**src/rtl/bin2bcd_seq.sv**
```systemverilog
// Sequential 8-bit binary to 3-digit BCD converter using iterative shift-add-3.
// One result every 18 cycles; BCD holds the last result between DONE pulses.
module bin2bcd_seq (
    input  logic        clk,
    input  logic        rst,
    input  logic        start,
    input  logic [7:0]  bin,
    output logic [11:0] bcd,
    output logic        busy,
    output logic        done
);

    typedef enum logic [1:0] {
        IDLE  = 2'd0,
        ADJ   = 2'd1,
        SHIFT = 2'd2,
        FIN   = 2'd3
    } state_t;

    state_t      state_r;
    state_t      state_s;
    logic [19:0] work_r;
    logic [19:0] work_s;
    logic [3:0]  cnt_r;
    logic [3:0]  cnt_s;
    logic [3:0]  cnt_inc_s;
    logic [11:0] bcd_r;
    logic [11:0] bcd_s;
    logic        busy_r;
    logic        busy_s;
    logic        done_r;
    logic        done_s;

    // Digit correction: values 5..9 become 8..12 so the next shift carries into the next digit.
    function automatic logic [3:0] add3(input logic [3:0] d);
        logic [3:0] r;
        if (d >= 4'd5) begin
            r = d + 4'd3;
        end else begin
            r = d;
        end
        return r;
    endfunction

    assign cnt_inc_s = cnt_r + 4'd1;

    // Next-state, datapath and registered-output computation.
    always_comb begin
        state_s = state_r;
        work_s  = work_r;
        cnt_s   = cnt_r;
        bcd_s   = bcd_r;
        done_s  = 1'b0;
        case (state_r)
            IDLE: begin
                if (start) begin
                    work_s  = {12'h000, bin};
                    cnt_s   = 4'd0;
                    state_s = ADJ;
                end else begin
                    state_s = IDLE;
                end
            end
            ADJ: begin
                work_s  = {add3(work_r[19:16]), add3(work_r[15:12]),
                           add3(work_r[11:8]), work_r[7:0]};
                state_s = SHIFT;
            end
            SHIFT: begin
                work_s = {work_r[18:0], 1'b0};
                cnt_s  = cnt_inc_s;
                if (cnt_inc_s == 4'd8) begin
                    state_s = FIN;
                end else begin
                    state_s = ADJ;
                end
            end
            FIN: begin
                bcd_s   = work_r[19:8];
                done_s  = 1'b1;
                state_s = IDLE;
            end
            default: begin
                state_s = IDLE;
                work_s  = 20'h00000;
                cnt_s   = 4'd0;
            end
        endcase
        // busy is registered from the next state so it rises right after the accepting edge
        busy_s = (state_s != IDLE);
    end

    // State and output registers with asynchronous reset.
    always_ff @(posedge clk or posedge rst) begin
        if (rst) begin
            state_r <= IDLE;
            work_r  <= 20'h00000;
            cnt_r   <= 4'd0;
            bcd_r   <= 12'h000;
            busy_r  <= 1'b0;
            done_r  <= 1'b0;
        end else begin
            state_r <= state_s;
            work_r  <= work_s;
            cnt_r   <= cnt_s;
            bcd_r   <= bcd_s;
            busy_r  <= busy_s;
            done_r  <= done_s;
        end
    end

    assign bcd  = bcd_r;
    assign busy = busy_r;
    assign done = done_r;

endmodule

```
**config.mk**
```make
export PLATFORM = sky130hd
export DESIGN_NAME = bin2bcd_seq
export DESIGN_NICKNAME = d
export VERILOG_FILES = /design/src/rtl/bin2bcd_seq.sv
export SDC_FILE = /design/constraint.sdc
export NUM_CORES = 1
export LEC_CHECK = 0
export BUFFER_PORTS_ARGS = -buffer_cell sky130_fd_sc_hd__buf_2
export CORE_MARGIN = 5
export CORE_UTILIZATION = 28
export CTS_CLUSTER_DIAMETER = 100
export DETAILED_ROUTE_END_ITERATION = 6
export PLACE_DENSITY = 0.55
export SYNTH_ARGS = -nofsm -noshare
export SYNTH_HDL_FRONTEND = slang
export SYNTH_SLANG_ARGS = --single-unit
```
**constraint.sdc**
```tcl
create_clock -name clk -period 1.75 [get_ports clk]
set_input_delay 0.35 -clock clk [delete_from_list [all_inputs] [get_ports clk]]
set_output_delay 0.35 -clock clk [all_outputs]
set_load 0.02 [all_outputs]
```
### After elaboration in Yosys (flattened, before gate mapping)

Index checks and enable logic that the tools add are counted.

* register bits: 40
* input port bits: 11
* logic and storage cells: 45

* add/sub/neg operators: 4
* order comparisons: 3
* equality and inequality tests: 8
* mux-type cells: 11
* bitwise gates (word level): 1
* reduce and logical (&&, ||, !) cells: 9

Operator list (number)
* $pmux 20 s3: 1
* $mux 20: 1
* $mux 4: 4
* $add 4x2->4 const B: 3
* $ge 4x3->1 const B: 3
* $reduce_and 3->1: 4
* $ne 2x2->1 const B: 4
* $pmux 2 s4: 1
* $pmux 4 s2: 1
* $add 4x1->4 const B: 1
* $eq 2x2->1 const B: 2
* $eq 4x4->1 const B: 1
* $reduce_bool 2->1: 2
* $reduce_bool 3->1: 1
* $eq 2x1->1 const B: 1
* $logic_not 2->1: 1
* $mux 1: 2
* $mux 2: 1
* $reduce_and 2->1: 1
* $not 1->1: 1

### Depth between registers and ports, before layout

Gate-level depths: netlist of the first run.

* depth after elaboration: 5
* depth in mapped cells: 9
* gate-level depth less buffers: 6

### Worst setup path before layout of the first run

No wires, ideal clock.

* kind: register to register
* start point: register state_r[1]
* end point: register work_r[14]
* library setup time: 128 ps
* arrival: 1599 ps
* data required time: 1622 ps
* path slack: 23 ps
* cell stages (with the launch flop): 7
* path buffers: 0
* cell sequence: dfrtp_1 inv_1 ha_1 nand2b_1 o31ai_4 a31oi_2 mux2_1

* cells in the longest elaborated chain, start to end: 3
* elaborated cells on any way between the ends: 8
* those cells by class: eq/ne (4); mux (1); reduce/logical (3)

RTL lines
* start: declaration: RTL line 20 `state_t state_r;`
* start signal: assignment: RTL line 103 `state_r <= state_s;`
* $eq 2x1->1, or another cell as far along: RTL line 54 `case (state_r)`
* $ne 2x2->1 (no line) / $reduce_bool 3->1 (equally long branches)
* $reduce_and 3->1 (no line)
* end signal: assignment: RTL line 104 `work_r <= work_s;`
* end: declaration: RTL line 22 `logic [19:0] work_r;`

Several ways; a longest one is shown, not always the timed one.
A chain may end at the register's enable or synchronous reset.

### Final worst setup path of the first run

* start point: register state_r[0]
* end point: register work_r[10]

Same word-level chain as after synthesis.

==> results by group, run 1 <==
Routing
  • Highest routed layer: met4
  • DR WL met2: roughly 1.9 mm
  • Met3 wire length: 180 µm
  • WL/cell: 12.5 µm
  • Number of nets with antenna violations after routing: 0
  • Starting DRT DRC Count: 45
  • Drt total wl: 4.25 mm
  • Wl on met1: 2.16 mm
  • DRC: 0
  • TritonRoute pass-1 iters: 4
  • Post-DR vias/cell: 4.43
  • DR vias: 1,507

Worst setup path
  • Setup crit start kind: flop
  • Crit end category: flop
  • Worst Path Required: around 1.9 ns
  • Worst-path maximum fanout: 5
  • Crit Path Class: reg2reg
  • Arr. time, crit path: 1.86 ns

Floorplan
  • Ports: 25
  • Die Y: 96.7 µm
  • Num rows: 31
  • Die Wd: 96.7 µm
  • Die area: 0.00935 mm²
  • Core area: 0.00729 mm²
  • Starting Density: 28.9%

CTS
  • H-tree depth: 2
  • CTS tree: yes
  • Clk Latency, worst-skew pair: 0.29 ns
  • Clock sink total: 40
  • CTS buffer count: 5
  • Clock buffer depth: 2
  • Clock-pin slew on the worst setup and hold paths: 0.07 ns
  • Clk root buf: clkbuf_8

Timing
  • Slew HR: 65.4%
  • Slew @ Worst Pin: between 0.5 and 0.6 ns
  • Setup Skew: 0.00218 ns
  • Max Fclk: 0.592 GHz
  • Post-route setup slack: 0.0614 ns
  • Fin crit share: 96.5%
  • Final Slew Violations: 0
  • Setup TNS: 0 ns
  • Final setup vio count: 0
  • RSZ-0062 raised after global routing: true
  • Final hold violation count: 0
  • Final worst path period need: 1.69 ns

Cells and area
  • Fill count: between 700 and 800
  • Leading cell type in the layout, fill and taps excluded: dfrtp_1
  • Ratio of cells with drive above 1 in the final layout: 31.1%
  • Nets: approximately 260
  • Register area: ~0.001 mm²
  • Area grow syn2layout: 21.3%
  • Most frequent cells in the layout: 40 x dfrtp_1, 24 x buf_2, 21 x nand2_1
  • Fin cells: 340
  • Multi-input gate area: 0.00101 mm²
  • N_diodes: 0

Run
  • Max Cap Violations: 0

Logic synthesis
  • Adder-cell area share of the yosys netlist: under 10%
  • Number of flops mapped to enable cells by yosys: 0
  • Ys async rst share: 100%
  • Post-synthesis mux area share: 12.0%
  • Post-synth top flop: dfrtp_1
  • Post-synthesis xor/xnor area fraction: ~2.5%
  • Seq/Total Area, Yosys: 47.5%
  • Synth cell types: 36
  • Synth Cell Area: 0.00211 mm²
  • Avg Cell Area, Syn: 10.6 µm²
  • Syn Nets: between 200 and 250
  • Ys Warns: 0
  • Largest family of logic cells by synthesized area: compound AO/OA/AOI/OAI gates
  • Flops & latches, synth: 40
  • Synth Area in Compound Gates: 15.2%
  • Cells after Synth: 199
  • Simple-gate share of the synthesized area: approximately a tenth

GRT
  • Vias in the first global route: 1,623
  • Global-route wire length before repair: 7.51 mm
  • Total GRT Usage: under 10%
  • Initial antenna violation count: 0
  • Grt ovf: 0
  • Largest net degree at the start of global routing: 41

Power
  • Peak VDD IR: about 0.66 mV
  • Pleak: about 1.2 nW
  • Power per cell area: 1720 mW/mm²

Hold path
  • Hold Crit Class: in2async

Placed design
  • Cell count after placement: roughly 330
  • GPL Wtd Cong: 0.858
  • Dpl ws: 0.0399 ns
  • I/O Buffers: 24
  • Final HPWL from detailed placement: between 3 and 4 mm

Status
  • Status: finished, final reports clean
## repair_timing
action | in CTS | in global routing
endpoints found under the setup margin | 0 | 17
setup buffers | 0 | 1
hold buffers | 0 | 0
resized for setup | 0 | 8
## routing by layer
layer | vias to the layer above | global-route usage (%)
li1 | 763 | -
met1 | 710 | 12.7
met2 | 31 | 15.4
met3 | 3 | 3.31
met4 | 0 | 2.59
met5 | - | 0
## sequential cells by signal (all words and copies together), names as in the netlist
register  flops
state_r       2
cnt_r         4
busy          1
done          1
bcd          12
work_r       20
## cell usage after synthesis, types with 2 or more instances
library cell,instances,area (µm²)
buf_2,2,10.0
nand2_1,22,82.6
xor2_1,3,26.3
nand2b_1,3,18.8
dfrtp_1,40,1000
mux2_1,3,33.8
buf_1,4,15.0
ha_1,12,150
nand3_1,5,25.0
a32o_1,3,30.0
nor2_1,3,11.3
mux2_2,12,135
o21ai_2,2,17.5
nor2b_1,7,43.8
o21ai_1,6,30.0
mux2i_1,7,70.1
xnor2_1,3,26.3
o21ai_0,16,80.1
inv_1,18,67.6
a21oi_1,10,50.1
a31oi_2,3,37.5
## worst paths after layout
path	start	to	slack, ns	cells past startpoint
hold reg to reg	work_r[4]	work_r[4]	0.48	2
hold / removal	rst	work_r[4]	0.17	3
setup / recovery	state_r[0]	work_r[10]	0.06	5
setup reg to reg	state_r[0]	work_r[10]	0.06	5
max in group asynchronous	rst	bcd[10]	1.22	3
min in group clk	bin[0]	work_r[0]	0.30	3
## where the power goes
group / internal, W / switching (W)
Combinational: 0.00108 / 0.00129
Clock: 0.000271 / 0.000311
Sequential: 0.00123 / 0.000220
## stage by stage
step	hold WS, ns	util, %	total power [W]	instance area [µm²]
detailed placement	0.467	33.5	0.00378	2450
finish	0.172	35.0	0.00440	2550
global placement	0.462	33.5	0.00376	2450
CTS	0.202	34.6	0.00438	2520
global route	0.233	35.0	0.00479	2550
floorplan	0.452	-	0.00299	2110
## cell families (layout without fill, tap and decap cells)
logic type,count (synthesis),in the layout
AOI/OAI and AO/OA,47,47
xor gates and xnor gates,6,6
adders and majority gates,12,12
buffers and inverters,26,68
DFF,40,40
muxes,23,23
and+or+nand+nor,45,45
## final cells by class
type                    count  area share, %
clock buffers               6           2.84
clock inverters             1          0.196
inverters                  18           2.64
multi-input cells         133           39.4
flip-flops and latches     40           39.2
well taps                  99           4.85
repair buffers             43           10.9
## critical path: stages, from the launching register on
cell,delay [ns]
dfrtp_1,0.37
inv_1,0.09
ha_2,0.23
o31ai_4,0.45
a31oi_2,0.10
mux2_1,0.33
No activity file was read; power rests on OpenSTA's default activity.
==> run 2, diff against run 1 <==
CORE_UTILIZATION = 49   (was 28)
PLACE_DENSITY = 0.81   (was 0.55)
==> results by group, run 2 (synthesis gave the netlist of run 1 again) <==
Timing
  • RSZ-0062 raised after global routing: false
  • Final worst path period need: 1.67 ns
  • Final hold violation count: 0
  • Final Slew Violations: 0
  • Fin crit share: 95.5%
  • Setup Skew: 0.00474 ns
  • Setup TNS: 0 ns
  • Post-route setup slack: 0.0782 ns
  • Slew HR: 67.0%
  • Final setup vio count: 0
  • Slew @ Worst Pin: slightly below 0.5 ns
  • Max Fclk: 0.598 GHz

GRT
  • Total GRT Usage: 16.1%
  • Grt ovf: 0
  • Global-route wire length before repair: 6.86 mm
  • Initial antenna violation count: 0
  • Largest net degree at the start of global routing: 41
  • Vias in the first global route: about 1,600

CTS
  • Clk root buf: clkbuf_8
  • Clk Latency, worst-skew pair: ~0.29 ns
  • Clock sink total: 40
  • Clock buffer depth: 2
  • H-tree depth: 2
  • CTS tree: yes
  • CTS buffer count: 5
  • Clock-pin slew on the worst setup and hold paths: 0.08 ns

Floorplan
  • Die Y: roughly 76 µm
  • Die area: between 0.005 and 0.006 mm²
  • Num rows: 23
  • Die Wd: 75.6 µm
  • Starting Density: 51.5%
  • Core area: ~0.0041 mm²
  • Ports: 25

Placed design
  • Final HPWL from detailed placement: 2.87 mm
  • GPL Wtd Cong: 0.759
  • I/O Buffers: 24
  • Dpl ws: 0.0129 ns
  • Placed inst area: between 0.002 and 0.0025 mm²
  • Cell count after placement: about 290

Status
  • Status: finished, final reports clean

Routing
  • DR vias: 1,555
  • WL/cell: 13.3 µm
  • Post-DR vias/cell: 5.29
  • Number of nets with antenna violations after routing: 0
  • Drt total wl: 3.91 mm
  • DRC: 0
  • TritonRoute pass-1 iters: 4
  • Starting DRT DRC Count: 83

Power
  • Peak VDD IR: approximately 1.1 mV
  • Power after layout: 0.00467 W
  • Power per cell area: 1820 mW/mm²
  • Pleak: approximately 1.3 nW

Cells and area
  • Leading cell type in the layout, fill and taps excluded: dfrtp_1
  • Nets: 266
  • Ratio of cells with drive above 1 in the final layout: 31.6%
  • Max reg flops: 20
  • Area grow syn2layout: 21.7%
  • Fin cells: 294
  • Largest Register: work_r
  • Most frequent cells in the layout: 40 x dfrtp_1, 24 x buf_2, 21 x nand2_1
  • N_diodes: 0
  • Fin area: 0.00256 mm²

Worst setup path
  • RR Startpoint: state_r[0]
  • R2r endpoint: work_r[10]
  • Worst path max stage delay: 0.37 ns
  • R2r worst-path depth: 6
  • Worst-path maximum fanout: 5
  • Buf+Inv Stages, Crit Path: 1
  • R2r setup slk: 0.08 ns
  • Setup crit start kind: flop
  • Arr. time, crit path: 1.85 ns
  • Delay-heaviest family, CP: flip-flops
  • Crit path cell chain: inv_1 > ha_2 > nand2b_1 > o31ai_4 > a31oi_2 > mux2_1
  • CP max-delay cell: dfrtp_1
  • Crit Path Class: reg2reg
  • Crit end category: flop
  • CP Launch Point: state_r[0]
  • Levels on crit path: 6
  • Worst Path Required: 1.93 ns
  • Setup crit end: work_r[10]

Hold path
  • Hold Crit Class: in2async

Run
  • Max Cap Violations: 0
-- run 2: repair_timing --
item	4_1_cts	5_1_grt
setup endpoints to repair	1	8
hold buffers	0	0
gates resized for setup	1	4
pin swaps	0	1
buffers inserted	0	0
gates cloned	0	0
-- run 2: worst min path at each step --
stage	slack [ns]	cells after the start	endpoint
6_report	0.15	3	cnt_r[3]
5_1_grt	0.21	3	cnt_r[3]
4_1_cts	0.18	3	cnt_r[2]
3_5_place_dp	0.47	2	cnt_r[3]
3_3_place_gp	0.46	2	cnt_r[3]
2_1_floorplan	0.45	2	work_r[4]
-- run 2: per-layer routing --
layer  vias up  GRT usage (%)  share of wire (%)
li1        771              -                  -
met1       745           18.8                 44
met2        28           27.7                 49
met3        11           4.35                4.1
met4         0           7.18                2.5
met5         -              0                  0
-- run 2: per-stage QoR --
stage | utilization (%) | hold WS (ns)
5_1_grt | 62.7 | 0.207
3_5_place_dp | 59.2 | 0.474
2_1_floorplan | - | 0.452
4_1_cts | 62.5 | 0.177
6_report | 62.7 | 0.152
3_3_place_gp | 59.2 | 0.464
-- run 2: report_power, final --
part	internal (W)	switching, W	total (W)
sequential	0.00123	0.000199	0.00143
clock	0.000503	0.000323	0.000826
combinational	0.00113	0.00128	0.00241
-- run 2: area by class of cell --
type	instances	area (µm²)
timing repair buffer	45	303
inverter	18	67.6
fill	348	1520
clock buffer	7	96.3
tap	50	62.6
clock inverter	1	30.0
multi-input combinational	133	1000
sequential	40	1000
-- run 2: worst register-to-register path, delay by kind of cell (launching register included) --
| kind | cells | cell delay, ns |
|---|---|---|
| multiplexers | 1 | 0.35 |
| AO/OA/AOI/OAI | 2 | 0.36 |
| AND/OR/NAND/NOR | 1 | 0.15 |
| adder cells (fa/ha/maj) | 1 | 0.23 |
| flip-flops | 1 | 0.37 |
| buffers and inverters | 1 | 0.09 |
